<file path="config.mk">
export PLATFORM = sky130hd
export DESIGN_NAME = irrigation_countdown_timer
export DESIGN_NICKNAME = d
export VERILOG_FILES = /design/src/rtl/irrigation_timer_pkg.sv /design/src/rtl/irrigation_countdown_timer_bcd_down_digit.sv /design/src/rtl/irrigation_countdown_timer.sv
export SDC_FILE = /design/constraint.sdc
export NUM_CORES = 1
export LEC_CHECK = 0
export ABC_AREA = 1
export ABC_CLOCK_PERIOD_IN_PS = 1600
export CAP_MARGIN = 20
export CORE_MARGIN = 2
export CORE_UTILIZATION = 45
export CTS_BUF_LIST = sky130_fd_sc_hd__clkbuf_16
export DETAILED_ROUTE_END_ITERATION = 12
export HOLD_SLACK_MARGIN = 0.03
export MAX_ROUTING_LAYER = met4
export PLACE_DENSITY_LB_ADDON = 0.1
export SYNTH_ARGS = -nofsm -noshare
export SYNTH_HDL_FRONTEND = slang
export SYNTH_SLANG_ARGS = --single-unit
</file>
<file path="constraint.sdc">
create_clock -name clk -period 1.6 [get_ports clk]
set_clock_uncertainty 0.15 [all_clocks]
set_input_delay 0.24 -clock clk [delete_from_list [all_inputs] [get_ports clk]]
set_output_delay 0.24 -clock clk [all_outputs]
set_load 0.01 [all_outputs]
</file>
<file path="src/rtl/irrigation_timer_pkg.sv">
// -----------------------------------------------------------------------------
// irrigation_timer_pkg
// Shared types and constants for the irrigation countdown timer.
//   - timer_state_e : controller states (IDLE, LOAD, RUN, DONE)
//   - digit widths / maximum values for the mm:ss BCD fields
//   - bcd_time_t    : packed mm:ss digit bundle
//   - preset_to_bcd : converts a whole-minute preset into an mm:00 bundle
// -----------------------------------------------------------------------------
package irrigation_timer_pkg;

  typedef enum logic [1:0] {
    ST_IDLE = 2'd0,
    ST_LOAD = 2'd1,
    ST_RUN  = 2'd2,
    ST_DONE = 2'd3
  } timer_state_e;

  localparam int MIN_D_W = 2;
  localparam int MIN_U_W = 4;
  localparam int SEC_D_W = 3;
  localparam int SEC_U_W = 4;

  localparam int SEC_U_MAX = 9;
  localparam int SEC_D_MAX = 5;
  localparam int MIN_U_MAX = 9;
  localparam int MIN_D_MAX = 3;

  // Largest preset representable with a minutes-tens digit of 0..3.
  localparam int MAX_PRESET_MIN = 39;

  typedef struct packed {
    logic [MIN_D_W-1:0] min_d;
    logic [MIN_U_W-1:0] min_u;
    logic [SEC_D_W-1:0] sec_d;
    logic [SEC_U_W-1:0] sec_u;
  } bcd_time_t;

  function automatic bcd_time_t preset_to_bcd(input int minutes);
    bcd_time_t t;
    t.min_d = MIN_D_W'(minutes / 10);
    t.min_u = MIN_U_W'(minutes % 10);
    t.sec_d = '0;
    t.sec_u = '0;
    return t;
  endfunction

endpackage

</file>
<file path="src/rtl/irrigation_countdown_timer_bcd_down_digit.sv">
// -----------------------------------------------------------------------------
// bcd_down_digit
// One decimal digit of a down-counter with a parameterised maximum value.
// Digits are chained through borrow_in/borrow_out; the least significant digit
// has borrow_in tied high so that dec_en alone decrements it.
// Ports:
//   clk, reset   : clock, synchronous active-high reset (digit -> 0)
//   load         : load load_val (wins over decrement)
//   load_val     : value to load
//   dec_en       : decrement strobe for the whole chain
//   borrow_in    : borrow request from the next less significant digit
//   digit        : registered digit value (0..MAX)
//   borrow_out   : this digit is 0 and a borrow reached it (passes upward)
// -----------------------------------------------------------------------------
module bcd_down_digit #(
  parameter int W   = 4,
  parameter int MAX = 9
) (
  input  logic         clk,
  input  logic         reset,
  input  logic         load,
  input  logic [W-1:0] load_val,
  input  logic         dec_en,
  input  logic         borrow_in,
  output logic [W-1:0] digit,
  output logic         borrow_out
);
  import irrigation_timer_pkg::*;

  logic [W-1:0] digit_q;
  logic [W-1:0] digit_d;
  logic         at_zero_s;

  assign at_zero_s  = (digit_q == '0);
  assign borrow_out = borrow_in & at_zero_s;
  assign digit      = digit_q;

  // Next digit value: load, borrow-driven decrement with wrap to MAX, or hold.
  always_comb begin
    digit_d = digit_q;
    if (load) begin
      digit_d = load_val;
    end else if (dec_en && borrow_in) begin
      if (at_zero_s) begin
        digit_d = W'(MAX);
      end else begin
        digit_d = digit_q - W'(1);
      end
    end else begin
      digit_d = digit_q;
    end
  end

  // Digit register.
  always_ff @(posedge clk) begin
    if (reset) begin
      digit_q <= '0;
    end else begin
      digit_q <= digit_d;
    end
  end

endmodule

</file>
<file path="src/rtl/irrigation_countdown_timer.sv">
// -----------------------------------------------------------------------------
// irrigation_countdown_timer
// BCD mm:ss countdown timer. While reload is high it holds the mode-dependent
// preset; after reload falls it counts down once per CLK_HZ cycles (pause
// freezes both the prescaler and the digits) and pulses expired on reaching
// 00:00, where it stays until the next reload or reset.
// Ports:
//   clk, reset        : clock, synchronous active-high reset
//   reload            : level, hold timer at preset while high
//   splinker_mode_on  : 1 = sprinkler preset, 0 = drip preset
//   pause             : level, freeze countdown and prescaler
//   minutes_d/_u      : minutes tens (0..3) / units (0..9)
//   seconds_d/_u      : seconds tens (0..5) / units (0..9)
//   running           : high while in RUN
//   expired           : one-cycle pulse on entry to DONE
// -----------------------------------------------------------------------------
module irrigation_countdown_timer
  import irrigation_timer_pkg::*;
#(
  parameter int CLK_HZ        = 50_000_000,
  parameter int SPRINKLER_MIN = 10,
  parameter int DRIP_MIN      = 5
) (
  input  logic       clk,
  input  logic       reset,
  input  logic       reload,
  input  logic       splinker_mode_on,
  input  logic       pause,
  output logic [1:0] minutes_d,
  output logic [3:0] minutes_u,
  output logic [2:0] seconds_d,
  output logic [3:0] seconds_u,
  output logic       running,
  output logic       expired
);

  if (CLK_HZ < 2) begin : g_bad_clk_hz
    $error("irrigation_countdown_timer: CLK_HZ must be at least 2");
  end
  if (SPRINKLER_MIN < 0 || SPRINKLER_MIN > MAX_PRESET_MIN) begin : g_bad_sprinkler
    $error("irrigation_countdown_timer: SPRINKLER_MIN must be 0..39");
  end
  if (DRIP_MIN < 0 || DRIP_MIN > MAX_PRESET_MIN) begin : g_bad_drip
    $error("irrigation_countdown_timer: DRIP_MIN must be 0..39");
  end

  localparam int                  PRESC_W     = $clog2(CLK_HZ);
  localparam logic [PRESC_W-1:0]  TICK_MAX    = PRESC_W'(CLK_HZ - 1);
  localparam bcd_time_t           SPR_PRESET  = preset_to_bcd(SPRINKLER_MIN);
  localparam bcd_time_t           DRIP_PRESET = preset_to_bcd(DRIP_MIN);

  timer_state_e       state_q, state_d;
  logic [PRESC_W-1:0] presc_q, presc_d;
  logic               running_q, running_d;
  logic               expired_q, expired_d;

  logic               load_s;
  logic               dec_s;
  bcd_time_t          load_val_s;

  logic [MIN_D_W-1:0] min_d_s;
  logic [MIN_U_W-1:0] min_u_s;
  logic [SEC_D_W-1:0] sec_d_s;
  logic [SEC_U_W-1:0] sec_u_s;
  logic               sec_u_borrow_s;
  logic               sec_d_borrow_s;
  logic               min_u_borrow_s;
  logic               min_d_borrow_s;
  logic               time_zero_s;
  logic               time_one_s;

  assign load_val_s = splinker_mode_on ? SPR_PRESET : DRIP_PRESET;

  // With the chain's borrow_in tied high, the top borrow_out is set exactly
  // when every digit is zero, so it doubles as the 00:00 detector.
  assign time_zero_s = min_d_borrow_s;
  assign time_one_s  = (min_d_s == '0) && (min_u_s == '0) &&
                       (sec_d_s == '0) && (sec_u_s == SEC_U_W'(1));

  bcd_down_digit #(.W(SEC_U_W), .MAX(SEC_U_MAX)) u_sec_u (
    .clk        (clk),
    .reset      (reset),
    .load       (load_s),
    .load_val   (load_val_s.sec_u),
    .dec_en     (dec_s),
    .borrow_in  (1'b1),
    .digit      (sec_u_s),
    .borrow_out (sec_u_borrow_s)
  );

  bcd_down_digit #(.W(SEC_D_W), .MAX(SEC_D_MAX)) u_sec_d (
    .clk        (clk),
    .reset      (reset),
    .load       (load_s),
    .load_val   (load_val_s.sec_d),
    .dec_en     (dec_s),
    .borrow_in  (sec_u_borrow_s),
    .digit      (sec_d_s),
    .borrow_out (sec_d_borrow_s)
  );

  bcd_down_digit #(.W(MIN_U_W), .MAX(MIN_U_MAX)) u_min_u (
    .clk        (clk),
    .reset      (reset),
    .load       (load_s),
    .load_val   (load_val_s.min_u),
    .dec_en     (dec_s),
    .borrow_in  (sec_d_borrow_s),
    .digit      (min_u_s),
    .borrow_out (min_u_borrow_s)
  );

  bcd_down_digit #(.W(MIN_D_W), .MAX(MIN_D_MAX)) u_min_d (
    .clk        (clk),
    .reset      (reset),
    .load       (load_s),
    .load_val   (load_val_s.min_d),
    .dec_en     (dec_s),
    .borrow_in  (min_u_borrow_s),
    .digit      (min_d_s),
    .borrow_out (min_d_borrow_s)
  );

  // Next-state, prescaler and digit-control logic; reload overrides everything
  // except reset, pause overrides the tick.
  always_comb begin
    state_d   = state_q;
    presc_d   = presc_q;
    expired_d = 1'b0;
    load_s    = 1'b0;
    dec_s     = 1'b0;
    if (reload) begin
      state_d = ST_LOAD;
      presc_d = '0;
      load_s  = 1'b1;
    end else begin
      case (state_q)
        ST_IDLE: begin
          state_d = ST_IDLE;
        end
        ST_LOAD: begin
          state_d = ST_RUN;
          presc_d = '0;
        end
        ST_RUN: begin
          if (pause) begin
            presc_d = presc_q;
          end else if (presc_q == TICK_MAX) begin
            presc_d = '0;
            // Never decrement below 00:00; a zero preset just finishes.
            dec_s   = ~time_zero_s;
            if (time_zero_s || time_one_s) begin
              state_d   = ST_DONE;
              expired_d = 1'b1;
            end else begin
              state_d = ST_RUN;
            end
          end else begin
            presc_d = presc_q + PRESC_W'(1);
          end
        end
        ST_DONE: begin
          state_d = ST_DONE;
        end
        default: begin
          state_d = ST_IDLE;
          presc_d = '0;
        end
      endcase
    end
    running_d = (state_d == ST_RUN);
  end

  // Controller registers, including the registered status outputs.
  always_ff @(posedge clk) begin
    if (reset) begin
      state_q   <= ST_IDLE;
      presc_q   <= '0;
      running_q <= 1'b0;
      expired_q <= 1'b0;
    end else begin
      state_q   <= state_d;
      presc_q   <= presc_d;
      running_q <= running_d;
      expired_q <= expired_d;
    end
  end

  assign minutes_d = min_d_s;
  assign minutes_u = min_u_s;
  assign seconds_d = sec_d_s;
  assign seconds_u = sec_u_s;
  assign running   = running_q;
  assign expired   = expired_q;

endmodule
</file>
==> impl_metrics.yaml, run 1 <==
sta:
  max_freq_mhz: 552
  setup_slack_ps: -212
  worst_hold_slack_ps: 376
  period_minus_slack_ps: 1810
  slew_violations: 0
  rsz0062_at_grt: "true"
  fin_crit_sh: 1.13
  relSlewSlack: 0.680
  final_hold_viol_count: 0
  setup_viol: 40
  worst_slew_pin_slew_ps: 476
cts:
  clock_latency_ps: 280
  postCtsHoldBufs: 0
  cts_tree: "yes"
  cts_sinks: 43
  cts_root_buffer: "clkbuf_16"
  htreeDepth: 2
  cts_buffers: 5
  clk_pin_slew_ps: 60
  cts_max_path_buffers: 2
worst_setup_path:
  arrival_ps: 1870
  worstSetupStartpoint: "presc_q[3]"
  critPathMaxFanout: 5
  r2r_slack_ps: -210
  crit_type: "flip-flop to flip-flop"
  cp-start-kind: "flip-flop"
  rr_endpoint: "presc_q[16]"
  required_ps: 1660
  worst_r2r_startpoint: "presc_q[3]"
  rr_worst_depth: 9
  endpoint: "presc_q[16]"
  critPathCaptureType: "flip-flop"
cells_and_area:
  seqCellArea_um2: 876
  final_util: 0.739
  area_growth_pct: 58.4
  multiInputGateArea_um2: 1710
  design_area_um2: 4070
  antenna_cells: 0
  drive_above_1_share: 0.395
  fill_cells: 427
  finalNetCount: 520
die:
  die-area_um2: 6330
  ioPinCount: 20
  core_area_um2: 5510
  die_h_um: 79.6
  die_w_um: 79.6
  num_rows: 27
  initial_utilization: 0.466
drt:
  top_layer: "met4"
  met1_length_mm: 3.20
  drc: 0
  ant_nets: 0
  wl_per_cell_um: 13.0
  firstDrtPassIters: 5
  wl_met2_mm: 3.90
  dr_wl_met3_um: 330
  first_iter_violations: 152
  viasPerCell: 5.13
  wl_mm: 7.55
  num_vias: 2991
worst_hold_path:
  hold_class: "flip-flop to flip-flop"
grt:
  grt.total_usage: 0.260
  overflow: 0
  grt_pass1_vias: 2985
  grt_pass1_wl_mm: 12.8
  antenna_found_initial: 0
  grt_max_degree: 15
outcome:
  violations: "negative setup slack"
  status: "complete, but fails checks"
placement:
  finalWeightedCongestion: 0.911
  dp_hpwl_mm: 5.40
  portBuffers: 19
  placed_area_um2: 3580
power:
  p_per_area_nw_per_um2: 584
  leakagePower_uw: 0.00173
  irDropWorstVdd_uv: 555
synth:
  syn_inst: 379
  synth.ff_latch_count: 43
  seq_area_frac_synth: 0.335
  syn_avg_cell_area_um2: 6.78
  syn_nets: 389
  syn-cell-area_um2: 2570
  synth.distinct_cells: 35
  yosys_warnings: 0
flow_run:
  drv_cap: 0
==> where the power goes <==
group / switching (µW) / internal [µW]
combinational: 147 / 129
clock: 438 / 575
sequential: 6.77 / 1080
==> cells in the final DEF, fill, tap and decap left out, types with 14 or more instances in the layout <==
master and n:
nand2_2 14, nand3_1 21, nor2_4 18, a21oi_1 16, dfxtp_1 35, nand4_1 15, buf_4 102, inv_1 55
nand2_1 63, nor2_1 45
==> worst max-delay path: stages (launching register included) <==
cell and delay, ps:
dfxtp_1 410, nand2_2 110, nor2_2 190, nand2_4 100, nor2_4 170, nand3_4 130
nor2_4 180, buf_6 120, a21oi_2 40, nor3_1 120
==> state kept, by name, summed over array words and instances, names as in the netlist <==
signal / flops
presc_q: 26
u_min_u.digit: 4
u_sec_u.digit: 4
u_sec_d.digit: 3
state_q: 2
u_min_d.digit: 2
expired: 1
running: 1
==> per-stage QoR <==
step                power, µW  worst slack [ps]  setup TNS [ps]  instances
CTS                      2370              -191           -4430        576
global route             2440              -317          -10220        583
floorplan                1240             -8.07           -18.5        379
finish                   2380              -212           -5920        583
global placement         1350              -278           -8690        559
detailed placement       1350              -365           -9970        559
==> cell families after synthesis <==
kind of cell / Yosys count / share of synthesized area
compound gates: 44 / 0.102
xor+xnor: 6 / 0.0205
fa+ha+maj: 5 / 0.0244
buf+inv: 62 / 0.0950
flops: 43 / 0.335
simple gates: 219 / 0.423
==> worst min-delay path by stage <==
stage	startpoint	endpoint	slack, ps	depth (start not counted)
after global placement	presc_q[2]	presc_q[2]	310	2
after detailed placement	presc_q[2]	presc_q[2]	330	2
after CTS	presc_q[2]	presc_q[2]	350	2
after floorplan	presc_q[25]	presc_q[25]	280	2
after global routing	presc_q[2]	presc_q[2]	400	2
final	presc_q[2]	presc_q[2]	380	2
==> routing by layer <==
layer | track usage | vias to the layer above
li1 | - | 1485
met1 | 0.296 | 1404
met2 | 0.476 | 88
met3 | 0.0305 | 14
met4 | 0.0776 | 0
met5 | - | -
==> Yosys cell counts, drive strengths merged <==
cell type  number  area share
nand3b          1      0.0029
inv            57       0.083
dfxtp          43        0.34
o22ai           2      0.0049
xor2            4       0.014
clkbuf          1      0.0015
nand2          80        0.12
xnor2           2      0.0068
a211oi          5       0.015
ha              5       0.024
o211a           2      0.0078
or2             3      0.0073
o31ai           2      0.0058
nand4          15       0.037
buf             4       0.010
nand3          30       0.072
nor4            4      0.0097
nor2           73        0.14
o21ai           9       0.019
nor3           12       0.023
nor3b           1      0.0029
a21oi          22       0.043
o21bai          2      0.0073
==> repair_timing <==
item,4_1_cts,5_1_grt
buffers inserted,9,7
gates resized for setup,52,26
endpoints found under the setup margin,50,42
pin swaps,16,20
==> area by class of cell <==
| type | count | share of cell area |
|---|---|---|
| inverter | 57 | 0.0538 |
| sequential | 43 | 0.215 |
| clock inverter | 3 | 0.00492 |
| multi-input combinational | 274 | 0.420 |
| clock buffer | 5 | 0.0308 |
| tap | 72 | 0.0221 |
| timing repair buffer | 129 | 0.253 |
No activity file was read; power rests on OpenSTA's default activity.
==> inputs of run 2 (changes only) <==
--- a/config.mk
+++ b/config.mk
@@ -8,7 +8,6 @@
 export ABC_AREA = 1
 export ABC_CLOCK_PERIOD_IN_PS = 1600
 export CAP_MARGIN = 20
-export CORE_MARGIN = 2
 export CORE_UTILIZATION = 45
 export CTS_BUF_LIST = sky130_fd_sc_hd__clkbuf_16
 export DETAILED_ROUTE_END_ITERATION = 12
==> impl_metrics.yaml, run 2 (same netlist as run 1, synthesis figures left out) <==
cells_and_area:
  largest_reg_flops: 26
  fill_cells: 422
  antenna_cells: 0
  final_cell_mix: "buf_4 (94), nand2_1 (63), inv_1 (57)"
  top_register: "presc_q"
  final_common_cell: "buf_4"
  finalNetCount: 513
  final_util: 0.749
  area_growth_pct: 60.6
  drive_above_1_share: 0.417
  design_area_um2: 4130
power:
  irDropWorstVdd_uv: 509
  clockPowerShare: 0.416
  totalPowerFinal_uw: 2360
  p_per_area_nw_per_um2: 571
  p_sw_frac: 0.247
  p_int_uw: 1780
  switchingPower_uw: 583
  pwr-share-seq: 0.460
  comb_power_share: 0.124
  leakagePower_uw: 0.00170
die:
  core_area_um2: 5510
  die_h_um: 77.6
  die-area_um2: 6010
  die_w_um: 77.6
  initial_utilization: 0.466
  ioPinCount: 20
  num_rows: 27
placement:
  placed_area_um2: 3560
  portBuffers: 19
  finalWeightedCongestion: 0.910
  post-place-ws_ps: -317
  dp_hpwl_mm: 5.33
sta:
  slew_violations: 0
  setup_viol: 37
  worst_slew_pin_slew_ps: 541
  rsz0062_at_grt: "true"
  period_minus_slack_ps: 1820
  final_hold_viol_count: 0
  fin_crit_sh: 1.14
  relSlewSlack: 0.637
  setup_slack_ps: -217
  max_freq_mhz: 550
cts:
  cts_tree: "yes"
  cts_max_path_buffers: 2
  postCtsHoldBufs: 0
  cts_buffers: 5
  clk_pin_slew_ps: 60
  cts_sinks: 43
  htreeDepth: 2
  cts_root_buffer: "clkbuf_16"
  clock_latency_ps: 290
drt:
  firstDrtPassIters: 4
  ant_nets: 0
  num_vias: 2931
  wl_per_cell_um: 13.2
  viasPerCell: 5.09
  first_iter_violations: 163
  wl_mm: 7.58
  drc: 0
worst_setup_path:
  r2r_slack_ps: -220
  rr_endpoint: "presc_q[14]"
  required_ps: 1660
  arrival_ps: 1880
  crit_type: "flip-flop to flip-flop"
  critPathMaxFanout: 4
  critPathCaptureType: "flip-flop"
  cp-start-kind: "flip-flop"
  rr_worst_depth: 9
  worst_r2r_startpoint: "presc_q[4]"
grt:
  grt_pass1_wl_mm: 12.3
  grt_max_degree: 13
  grt.total_usage: 0.266
  overflow: 0
  antenna_found_initial: 0
  grt_pass1_vias: 2790
worst_hold_path:
  hold_class: "flip-flop to flip-flop"
  min_from: "u_sec_d.digit[2]"
  hold_depth: 4
  hold-path-endpoint: "u_sec_d.digit[2]"
outcome:
  status: "complete, but fails checks"
  violations: "negative setup slack"
flow_run:
  drv_cap: 0
==> run 2: cell type report <==
type                       instances  area (µm²)  area share
clock buffer                       5         125      0.0303
clock inverter                     3        12.5     0.00303
inverter                          57         224      0.0543
multi-input combinational        274        1810       0.440
sequential                        43         876       0.212
tap                               72        90.1      0.0218
timing repair buffer             122         985       0.239
==> run 2: through the flow <==
| step | setup TNS, ps | hold WS [ps] | std cells |
|---|---|---|---|
| global placement | -8650 | 315 | 557 |
| CTS | -4650 | 347 | 570 |
| detailed placement | -9040 | 326 | 557 |
| floorplan | -18.5 | 285 | 379 |
| finish | -5020 | 394 | 576 |
| global route | -8820 | 423 | 576 |
==> run 2: layer usage <==
layer  up-vias  GRT usage  wire length, µm
li1       1482          -                -
met2        72      0.475             3910
met5         -          -                0
met1      1358      0.306             3210
met4         0     0.0698              177
met3        19     0.0435              284
==> run 2: worst max-delay path, cell delays in order, from the launching register on <==
cell	delay, ps
dfxtp_1	420
nand2_2	110
nor2_4	160
nand2_8	80
nor2_4	160
nand2_2	100
nor2_4	120
nand2_2	70
or2_0	220
a21oi_1	150
==> run 2: power by group through the flow <==
stage	logic (µW)	registers, µW	clock network (µW)
6_report	292	1080	981
5_1_grt	315	1090	1050
2_1_floorplan	121	1110	0
3_5_place_dp	244	1110	0
4_1_cts	265	1080	987
3_3_place_gp	243	1110	0
==> run 2: worst max path at each step <==
| stage | cells after the start | end | from |
|---|---|---|---|
| floorplan | 12 | u_min_u.digit[2] | presc_q[1] |
| global placement | 7 | presc_q[10] | pause |
| detailed placement | 8 | presc_q[4] | pause |
| CTS | 11 | u_min_u.digit[1] | presc_q[1] |
| global route | 11 | u_sec_d.digit[0] | presc_q[1] |
| finish | 9 | presc_q[14] | presc_q[4] |
==> run 2: what timing repair did <==
item                                    CTS  global route
endpoints found under the setup margin   51            41
cloned                                    0             0
pin swaps                                18            28
gates resized for setup                  57            50
setup buffers                             5             7
==> inputs of run 3 (changes only) <==
--- a/config.mk
+++ b/config.mk
@@ -13,7 +13,7 @@
 export DETAILED_ROUTE_END_ITERATION = 12
 export HOLD_SLACK_MARGIN = 0.03
 export MAX_ROUTING_LAYER = met4
-export PLACE_DENSITY_LB_ADDON = 0.1
+export PLACE_DENSITY = 0.67
 export SYNTH_ARGS = -nofsm -noshare
 export SYNTH_HDL_FRONTEND = slang
 export SYNTH_SLANG_ARGS = --single-unit
==> impl_metrics.yaml, run 3 (same netlist as run 1, synthesis figures left out) <==
outcome:
  status: "complete, but fails checks"
  violations: "negative setup slack"
die:
  die-area_um2: 6010
  core_area_um2: 5510
  ioPinCount: 20
  die_h_um: 77.6
  num_rows: 27
  initial_utilization: 0.466
  die_w_um: 77.6
flow_run:
  drv_cap: 0
sta:
  slew_violations: 0
  period_minus_slack_ps: 1790
  fin_crit_sh: 1.12
  max_freq_mhz: 558
  setup_slack_ps: -193
  setup_viol: 39
  rsz0062_at_grt: "true"
  relSlewSlack: 0.617
  final_hold_viol_count: 0
  worst_slew_pin_slew_ps: 570
placement:
  portBuffers: 19
  placedCellCount: 557
  finalWeightedCongestion: 0.928
  dp_hpwl_mm: 5.37
  post-place-ws_ps: -366
worst_hold_path:
  min_from: "presc_q[14]"
  hold_depth: 2
  hold_class: "flip-flop to flip-flop"
  hold-path-endpoint: "presc_q[14]"
power:
  comb_power_share: 0.119
  pwr-share-seq: 0.461
  switchingPower_uw: 589
  leakagePower_uw: 0.00172
  totalPowerFinal_uw: 2350
  irDropWorstVdd_uv: 389
  p_sw_frac: 0.250
  p_int_uw: 1760
  p_per_area_nw_per_um2: 569
  clockPowerShare: 0.420
cts:
  htreeDepth: 2
  cts_max_path_buffers: 2
  clock_latency_ps: 290
  cts_sinks: 43
  cts_root_buffer: "clkbuf_16"
  cts_tree: "yes"
  clk_pin_slew_ps: 60
  cts_buffers: 5
cells_and_area:
  final_cell_mix: "buf_4 (93), nand2_1 (59), inv_1 (57)"
  final_util: 0.751
  largest_reg_flops: 26
  finalNetCount: 512
  final_common_cell: "buf_4"
  top_register: "presc_q"
  stdcell_count: 575
  area_growth_pct: 60.9
  antenna_cells: 0
  drive_above_1_share: 0.439
grt:
  grt.total_usage: 0.270
  overflow: 0
  antenna_found_initial: 0
  grt_max_degree: 13
  grt_pass1_wl_mm: 12.7
  grt_pass1_vias: 3005
drt:
  first_iter_violations: 227
  ant_nets: 0
  wl_mm: 8.11
  firstDrtPassIters: 4
  num_vias: 2999
  wl_per_cell_um: 14.1
  drc: 0
  viasPerCell: 5.22
worst_setup_path:
  crit_chain: "ha_4 -> nand2_4 -> inv_4 -> buf_6 -> nand2_8 -> nor2_4 -> nand3_4 -> nor2_4 -> nand4_1 -> a21oi_2"
  required_ps: 1670
  cp-start-kind: "flip-flop"
  rr_worst_depth: 10
  arrival_ps: 1860
  crit_type: "flip-flop to flip-flop"
  crit_top_cell: "nor2_4"
  cpPeakStageDelay_ps: 350
  critPathMaxFanout: 5
  critPathCaptureType: "flip-flop"
  worst_r2r_startpoint: "presc_q[1]"
  slowest_stage: "dfxtp_2"
  rr_endpoint: "presc_q[24]"
  r2r_slack_ps: -190
## run 3: cell count changes in the layout (fill, tap and decap cells not counted), sizes merged
| cell | before | now |
|---|---|---|
| clkinv | 1 | 0 |
| inv | 59 | 60 |
| buf | 103 | 102 |
## run 3: through the flow
step / setup TNS (ps) / area (µm²) / hold slack, ps
final: -5680 / 4130 / 361
after global routing: -9350 / 4130 / 373
after CTS: -4380 / 3840 / 351
after detailed placement: -9860 / 3560 / 328
after global placement: -8680 / 3560 / 323
after floorplan: -18.5 / 2620 / 285
## run 3: worst max path at each step
stage | from | end | cells after the start
global placement | pause | presc_q[25] | 9
CTS | presc_q[1] | u_sec_d.digit[1] | 11
global route | presc_q[1] | u_sec_d.digit[0] | 11
detailed placement | pause | presc_q[19] | 8
finish | presc_q[1] | presc_q[24] | 10
floorplan | presc_q[1] | u_min_u.digit[2] | 12
## run 3: power groups by stage
stage / combinational [µW] / clock (µW) / sequential (µW)
2_1_floorplan: 121 / 0 / 1110
3_3_place_gp: 233 / 0 / 1110
3_5_place_dp: 234 / 0 / 1110
4_1_cts: 243 / 996 / 1080
5_1_grt: 305 / 1040 / 1090
6_report: 281 / 988 / 1080
## run 3: per-layer routing
| metal | share of wire | GRT usage | vias to the layer above | wire length [µm] |
|---|---|---|---|---|
| met4 | 0.027 | 0.111 | 0 | 216 |
| met1 | 0.42 | 0.300 | 1410 | 3410 |
| met3 | 0.037 | 0.0400 | 25 | 304 |
| met5 | 0 | - | - | 0 |
| met2 | 0.52 | 0.481 | 94 | 4180 |
| li1 | - | - | 1470 | - |
## run 3: cell type report
| type | count | area (µm²) |
|---|---|---|
| Multi-Input combinational cell | 274 | 1820 |
| Fill cell | 410 | 1370 |
| Timing Repair Buffer | 121 | 977 |
| Sequential cell | 43 | 883 |
| Inverter | 57 | 224 |
| Clock buffer | 5 | 125 |
| Tap cell | 72 | 90.1 |
| Clock inverter | 3 | 11.3 |
## run 3: worst max-delay path: cells and delay by family, from the launching register on
family                   cells  cell delay, ps
flip-flops                   1             350
adder cells (fa/ha/maj)      1             150
AO/OA/AOI/OAI                1             170
AND/OR/NAND/NOR              6             730
buffers and inverters        2             180
## run 3: timing repair
| action | CTS | global route |
|---|---|---|
| hold buffers | 0 | 0 |
| gates resized for setup | 47 | 70 |
| pin swaps | 12 | 29 |
| setup endpoints to repair | 51 | 41 |
| buffers inserted | 6 | 7 |
